$ cat src/rtl/cp0_exc.sv
// cp0_exc: Coprocessor-0 exception state for the multi-cycle MIPS datapath.
// Holds Status (IM/EXL/IE), Cause (IP), EPC and PRId, raises int_req towards
// the controller and captures the restart PC when the controller acknowledges.
//
// Optional build macro CP0_TIMER_EN adds Count (reg 9) / Compare (reg 11).
// When it is set, a Count==Compare match (Compare nonzero) latches a
// timer-pending flag that is ORed into IP[15] alongside hwint[5].
//
// Handshake: int_req is a level request derived from registered state only.
// int_ack is honoured on a rising edge only while int_req is high. On that
// edge epc takes pc and EXL sets, so int_req drops in the following cycle.
// If int_req is low, int_ack is ignored.
module cp0_exc #(
  parameter logic [31:0] PRID = 32'h0001_8000
) (
  input  logic        clk,
  input  logic        rst_n,
  input  logic [5:0]  hwint,
  input  logic [29:0] pc,
  input  logic        int_ack,
  input  logic        eret,
  input  logic        we,
  input  logic [4:0]  addr,
  input  logic [31:0] din,
  output logic [31:0] dout,
  output logic [29:0] epc,
  output logic        int_req
);

  logic [5:0] im;
  logic       exl;
  logic       ie;
  logic [5:0] ip;
  logic       ack_take;
  logic       wr_sr;
  logic       wr_epc;
  logic [5:0] ip_next;

  assign wr_sr    = we && (addr == 5'd12);
  assign wr_epc   = we && (addr == 5'd14);
  assign ack_take = int_ack && int_req;

  // Request is a pure function of registered state, so there is no input-to-output path.
  assign int_req = (|(ip & im)) & ie & ~exl;

`ifdef CP0_TIMER_EN
  logic [31:0] count;
  logic [31:0] compare;
  logic        tflag;
  logic        wr_count;
  logic        wr_compare;

  assign wr_count   = we && (addr == 5'd9);
  assign wr_compare = we && (addr == 5'd11);
  assign ip_next    = {hwint[5] | tflag, hwint[4:0]};

  // Count free-runs, with a software load taking precedence over the increment.
  always_ff @(posedge clk or negedge rst_n) begin
    if (!rst_n) begin
      count <= 32'h0;
    end else if (wr_count) begin
      count <= din;
    end else begin
      count <= count + 32'd1;
    end
  end

  // Compare write also acknowledges the pending timer interrupt.
  always_ff @(posedge clk or negedge rst_n) begin
    if (!rst_n) begin
      compare <= 32'h0;
      tflag   <= 1'b0;
    end else if (wr_compare) begin
      compare <= din;
      tflag   <= 1'b0;
    end else if ((count == compare) && (compare != 32'h0)) begin
      tflag   <= 1'b1;
    end
  end
`else
  assign ip_next = hwint;
`endif

  // Interrupt lines are sampled every cycle into IP.
  always_ff @(posedge clk or negedge rst_n) begin
    if (!rst_n) begin
      ip <= 6'h0;
    end else begin
      ip <= ip_next;
    end
  end

  // Status register: IM/IE follow mtc0, and EXL uses the priority int_ack > eret > mtc0.
  always_ff @(posedge clk or negedge rst_n) begin
    if (!rst_n) begin
      im  <= 6'h0;
      ie  <= 1'b0;
      exl <= 1'b0;
    end else begin
      if (wr_sr) begin
        im <= din[15:10];
        ie <= din[0];
      end
      if (ack_take) begin
        exl <= 1'b1;
      end else if (eret) begin
        exl <= 1'b0;
      end else if (wr_sr) begin
        exl <= din[1];
      end
    end
  end

  // EPC captures the restart address on an accepted interrupt, otherwise it follows mtc0.
  always_ff @(posedge clk or negedge rst_n) begin
    if (!rst_n) begin
      epc <= 30'h0;
    end else if (ack_take) begin
      epc <= pc;
    end else if (wr_epc) begin
      epc <= din[31:2];
    end
  end

  // mfc0 read mux, combinational from addr.
  always_comb begin
    dout = 32'h0;
    case (addr)
      5'd12:   dout = {16'h0, im, 8'h0, exl, ie};
      5'd13:   dout = {16'h0, ip, 3'b000, 5'b00000, 2'b00};
      5'd14:   dout = {epc, 2'b00};
      5'd15:   dout = PRID;
`ifdef CP0_TIMER_EN
      5'd9:    dout = count;
      5'd11:   dout = compare;
`endif
      default: dout = 32'h0;
    endcase
  end

endmodule

$ cat config.mk
export PLATFORM = sky130hd
export DESIGN_NAME = cp0_exc
export DESIGN_NICKNAME = d
export VERILOG_FILES = /design/src/rtl/cp0_exc.sv
export SDC_FILE = /design/constraint.sdc
export NUM_CORES = 1
export LEC_CHECK = 0
export CAP_MARGIN = 0
export CORE_ASPECT_RATIO = 1.75
export CORE_MARGIN = 2
export CORE_UTILIZATION = 39
export CTS_CLUSTER_SIZE = 28
export DETAILED_ROUTE_END_ITERATION = 7
export PLACE_DENSITY = 0.86
export SYNTH_ARGS = -nofsm -noshare
export SYNTH_HDL_FRONTEND = slang
export SYNTH_SLANG_ARGS = --single-unit
$ cat constraint.sdc
create_clock -name clk -period 1.6 [get_ports clk]
set_input_delay 0.16 -clock clk [delete_from_list [all_inputs] [get_ports clk]]
set_output_delay 0.16 -clock clk [all_outputs]
set_load 0.05 [all_outputs]
Word level (Yosys, flattened, before mapping)
Cells that the tools add are included.
{ "word_totals": {"latch_bits": 0, "word_cells": 25, "mem_bits_rw": 0, "input_bits": 78, "n_memories": 0, "ff_bits": 44, "mem_bits_ro": 0, "out_inout_bits": 63} }
{ "classes": {"reduce_logical": 6, "order_cmp": 0, "shift": 0, "n_mul": 0, "muxes": 6, "bitwise_logic": 4, "n_eq_ne": 4, "div_mod_pow": 0, "add_sub_neg": 0} }
{ "ops": {"columns": ["cell", "count"], "rows": [
  ["one-hot mux 32 bit (4 select lines)", 1],
  ["two-way mux 30 bit", 2],
  ["== test 5 x 4 -> 1 bit, second input constant", 4],
  ["AND 6 bit", 1],
  ["OR reduction 6 bit", 1],
  ["logical AND 1 bit", 3],
  ["two-way mux 1 bit", 3],
  ["nonzero test 3 bit", 1],
  ["AND 1 bit", 2],
  ["nonzero test 2 bit", 1],
  ["inverter 1 bit", 1]
]} }

Longest topological paths before layout
{ "depth": {"word_depth": 6, "mapped_depth": 6, "ltp_nobuf": 4} }

Worst setup path before layout
No wires, ideal clock.
{ "synth_path": {"path_type": "register to output", "start": "register epc[13]", "end": "output dout[15]", "t_required_ps": 1440, "path_buffers": 0, "arrival_ps": 1975, "path_slack_ps": -535, "stages_incl_launch_ff": 3, "path_cell_list": "dfrtp_1 > a211oi_1 > a211oi_1"} }
{ "synth_between": {"elab_chain_cells": 1} }
{ "synth_lines": {"columns": ["element", "line_no", "text"], "rows": [
  ["start: declaration", "26", "output logic [29:0] epc,"],
  ["start signal: assignment", "119", "epc <= pc;"],
  ["start signal: assignment", "121", "epc <= din[31:2];"],
  ["one-hot mux 32 bit (4 select lines)", "128", "case (addr)"],
  ["end: declaration", "25", "output logic [31:0] dout,"]
]} }
No other way between the ends.

Worst setup path after layout
{ "layout_path": {"start": "register im[1]", "end": "register epc[0]"} }
{ "layout_between": {"elab_chain_cells": 6, "elab_cells_between_ends": 7, "cone_classes": "mux (1); bitwise (3); reduce/logical (3)"} }
{ "layout_lines": {"columns": ["element", "line_no", "text"], "rows": [
  ["start: declaration", "30", "logic [5:0] im;"],
  ["start signal: assignment", "101", "im <= din[15:10];"],
  ["AND 6 bit *", "44", "assign int_req = (|(ip & im)) & ie & ~exl;"],
  ["OR reduction 6 bit *", "44", null],
  ["AND 1 bit * (2 in series)", "44", null],
  ["logical AND 1 bit *", "41", "assign ack_take = int_ack && int_req;"],
  ["two-way mux 30 bit or nonzero test 2 bit (tied branches)", null, null]
]} }
Mark *: on every way between the ends. The rest lies on a longest branch, timed or not.
A chain may end at the register's enable or synchronous reset.

==> results.yml <==
critical_path:
  rr_worst_depth: 5
  path_buf_inv: 1
  path_cells: "a22oi_1 > nand3_1 > and4b_4 > buf_12 > mux2_4"
  critPathLaunch: "im[1]$_DFFE_PN0P_"
  endpoint_kind: "register"
  cp.required_ps: 1780
  r2r-end: "epc[0]$_DFFE_PN0P_"
  worstReg2RegStart: "im[1]$_DFFE_PN0P_"
  ff2ff_setup_slack_ps: 7
  critPathSlowestCell: "dfrtp_1"
  slowest_delay_ps: 420
  critPathTopFamily: "flip-flops"
  arrival_ps: 1770
  start_kind: "register"
  timing.critical_path.to: "epc[0]$_DFFE_PN0P_"
  cp.depth: 5
  worst-setup-path-type: "register to register"
  cp_max_fo: 13
die:
  die_y_um: 110.0
  row_count: 38
  start_util_pct: 40.20
  core_area_um2: 6228
  ios: 141
  dieArea_um2: 7102
  dieWidth_um: 64.57
final_layout:
  layout-area-overhead-vs-synth_pct: 89.11
  layout-drive-gt1-share_pct: 47.19
  nets: 433
  fin_area_um2: 4735
  fillers: 419
  final_util_pct: 76.01
  n_antenna_cell: 0
detailed_routing:
  drt_first_pass_iters: 4
  drc_errors: 0
  avgRoutedWirePerCell_um: 18.83
  via_per_inst: 4.897
  finalWirelength_mm: 8.211
  vias: 2135
  drtAntennaViolNets: 0
  first_iter_violations: 81
timing:
  rsz0062_at_grt: "true"
  setup_violations: 0
  tightest_slew_ps: 567.4
  setup_ws_ps: 6.868
  slew_headroom_pct: 62.17
  drv_slew: 0
  period_needed_ps: 1593
  skew_ps: 7.610
  fmax_ghz: 0.6277
  fin_crit_sh_pct: 99.57
  worst_hold_slack_ps: 310.5
  hold_viol: 0
clock_tree:
  cts_buffers: 5
  clockRootBuffer: "clkbuf_8"
  clock_sinks: 44
  ctsLongestPathBuffers: 2
  clk_latency_ps: 300
  cts.htree.levels: 2
  cts_tree: "yes"
  clkTransAtPathRegs_ps: 90
power:
  p_leak_nw: 2.115
  total_power_w: 0.006524
  vdd_drop_max_uv: 1375
  power_per_cell_area_nw_per_um2: 1378
global_route:
  grt_pass1_wl_mm: 11.83
  grt_max_degree: 31
  antenna_found_initial: 0
  grt_use_total_pct: 21.81
  grt_pass1_vias: 2373
  overflow: 0
worst_hold_path:
  hold_class: "input pin to register"
  hold_depth: 1
yosys:
  seq_area_frac_synth_pct: 43.98
  synthDistinctLibCells: 23
  synth_fp_nets: 267
  synth_top_cell_by_area: "dfrtp_1"
  syn_area_per_cell_um2: 13.25
  synth_seq_cells: 44
  synth_top_area_share_pct: 43.98
  mappedNetlistArea_um2: 2504
  syn_inst: 189
  synth_warnings: 0
  synth_area_leaders: "dfrtp_1, mux2_4, mux2_1, and2_1, buf_6"
placed_design:
  placed_area_um2: 4358
  hpwlAfterDp_mm: 6.039
  numPortBuffers: 140
  gp_congestion: 0.7965
  preCtsSetupSlack_ps: -488.3
flow_run:
  maxCapViolCount: 0
run_status:
  outcome: "complete, no violations"
sequential cells by signal, indices dropped and copies added (netlist names):
register / count
ie: 1
im: 6
ip: 6
exl: 1
epc: 30
cell usage after synthesis:
| cell | instances |
|---|---|
| o21bai_1 | 1 |
| buf_6 | 7 |
| nor2b_1 | 2 |
| nor2_1 | 14 |
| and2_1 | 23 |
| a22oi_1 | 3 |
| dfrtp_1 | 44 |
| clkbuf_1 | 2 |
| mux2_4 | 29 |
| a211oi_1 | 2 |
| nor3b_4 | 1 |
| mux2_2 | 7 |
| nand4b_4 | 1 |
| and3b_1 | 2 |
| and4b_1 | 1 |
| a21oi_1 | 5 |
| mux2i_1 | 6 |
| buf_2 | 2 |
| nand3_1 | 2 |
| and3_1 | 2 |
| nand3b_1 | 1 |
| inv_1 | 1 |
| mux2_1 | 31 |
worst min-delay path by stage:
stage | from | to | slack, ps
2_1_floorplan | rst_n | epc[0]$_DFFE_PN0P_ | -140
3_3_place_gp | rst_n | ip[4]$_DFF_PN0_ | 170
3_5_place_dp | rst_n | ip[4]$_DFF_PN0_ | 180
4_1_cts | hwint[3] | ip[3]$_DFF_PN0_ | 300
5_1_grt | hwint[1] | ip[1]$_DFF_PN0_ | 310
6_report | hwint[3] | ip[3]$_DFF_PN0_ | 310
report_power, final:
group          leakage (nW)  internal (W)  switching (W)
Combinational          1.53       0.00164        0.00209
Clock                0.0548      0.000471       0.000398
Sequential            0.530       0.00155       0.000377
routing by layer:
layer | vias to the layer above | GRT usage [%] | share of wire, %
met4 | 0 | 5.167 | 1.0
li1 | 991 | - | -
met5 | - | 0 | 0
met3 | 8 | 3.959 | 4.5
met1 | 1050 | 21.63 | 33
met2 | 86 | 45.31 | 61
layout by cell type (no fill, tap or decap), drive strengths merged:
master and instances:
clkinvlp 1, a22oi 3, inv 2, dfrtp 44, bufinv 1, nor2 14
a21oi 5, o21bai 1, clkdlybuf4s50 70, nand4b 1, and3 2, buf 89
mux2 67, nand3b 1, a211oi 2, and3b 2, and4b 1, dlymetal6s2s 1
nand3 2, and2 23, dlygate4sd2 4, mux2i 6, nor3b 1, clkbuf 9
dlygate4sd3 1, nor2b 2, clkdlybuf4s15 1
area by class of cell:
class                      instances  area, µm²  area share, %
clock buffer                       5      68.82          1.453
clock inverter                     3      46.29         0.9778
inverter                           1      3.754        0.07928
multi-input combinational        133       1393          29.41
sequential                        44       1101          23.26
tap                               80      100.1          2.114
timing repair buffer             170       2022          42.71
logic make-up (layout without fill, tap and decap cells):
| kind of cell | count (synthesis) | after routing | synth area share (%) |
|---|---|---|---|
| multiplexers | 73 | 73 | 36.88 |
| AND/OR/NAND/NOR | 49 | 49 | 12.34 |
| flip-flops | 44 | 44 | 43.98 |
| buffers and inverters | 12 | 179 | 3.998 |
| AO/OA/AOI/OAI | 11 | 11 | 2.798 |
per-stage QoR:
stage	setup TNS [ps]	cells
after floorplan	-73.58	189
after global placement	-19570	417
after detailed placement	-21750	417
after CTS	0	429
after global routing	-1006	436
final	0	436
repair_timing:
item / in CTS / in global routing
setup endpoints to repair: 61 / 32
cloned: 2 / 6
resized for setup: 35 / 6
hold endpoints to repair: 22 / 0
hold buffers: 1 / 0
pin swaps: 4 / 4
buffers inserted: 1 / 1
Note: power is estimated with default switching activity, not from simulation.
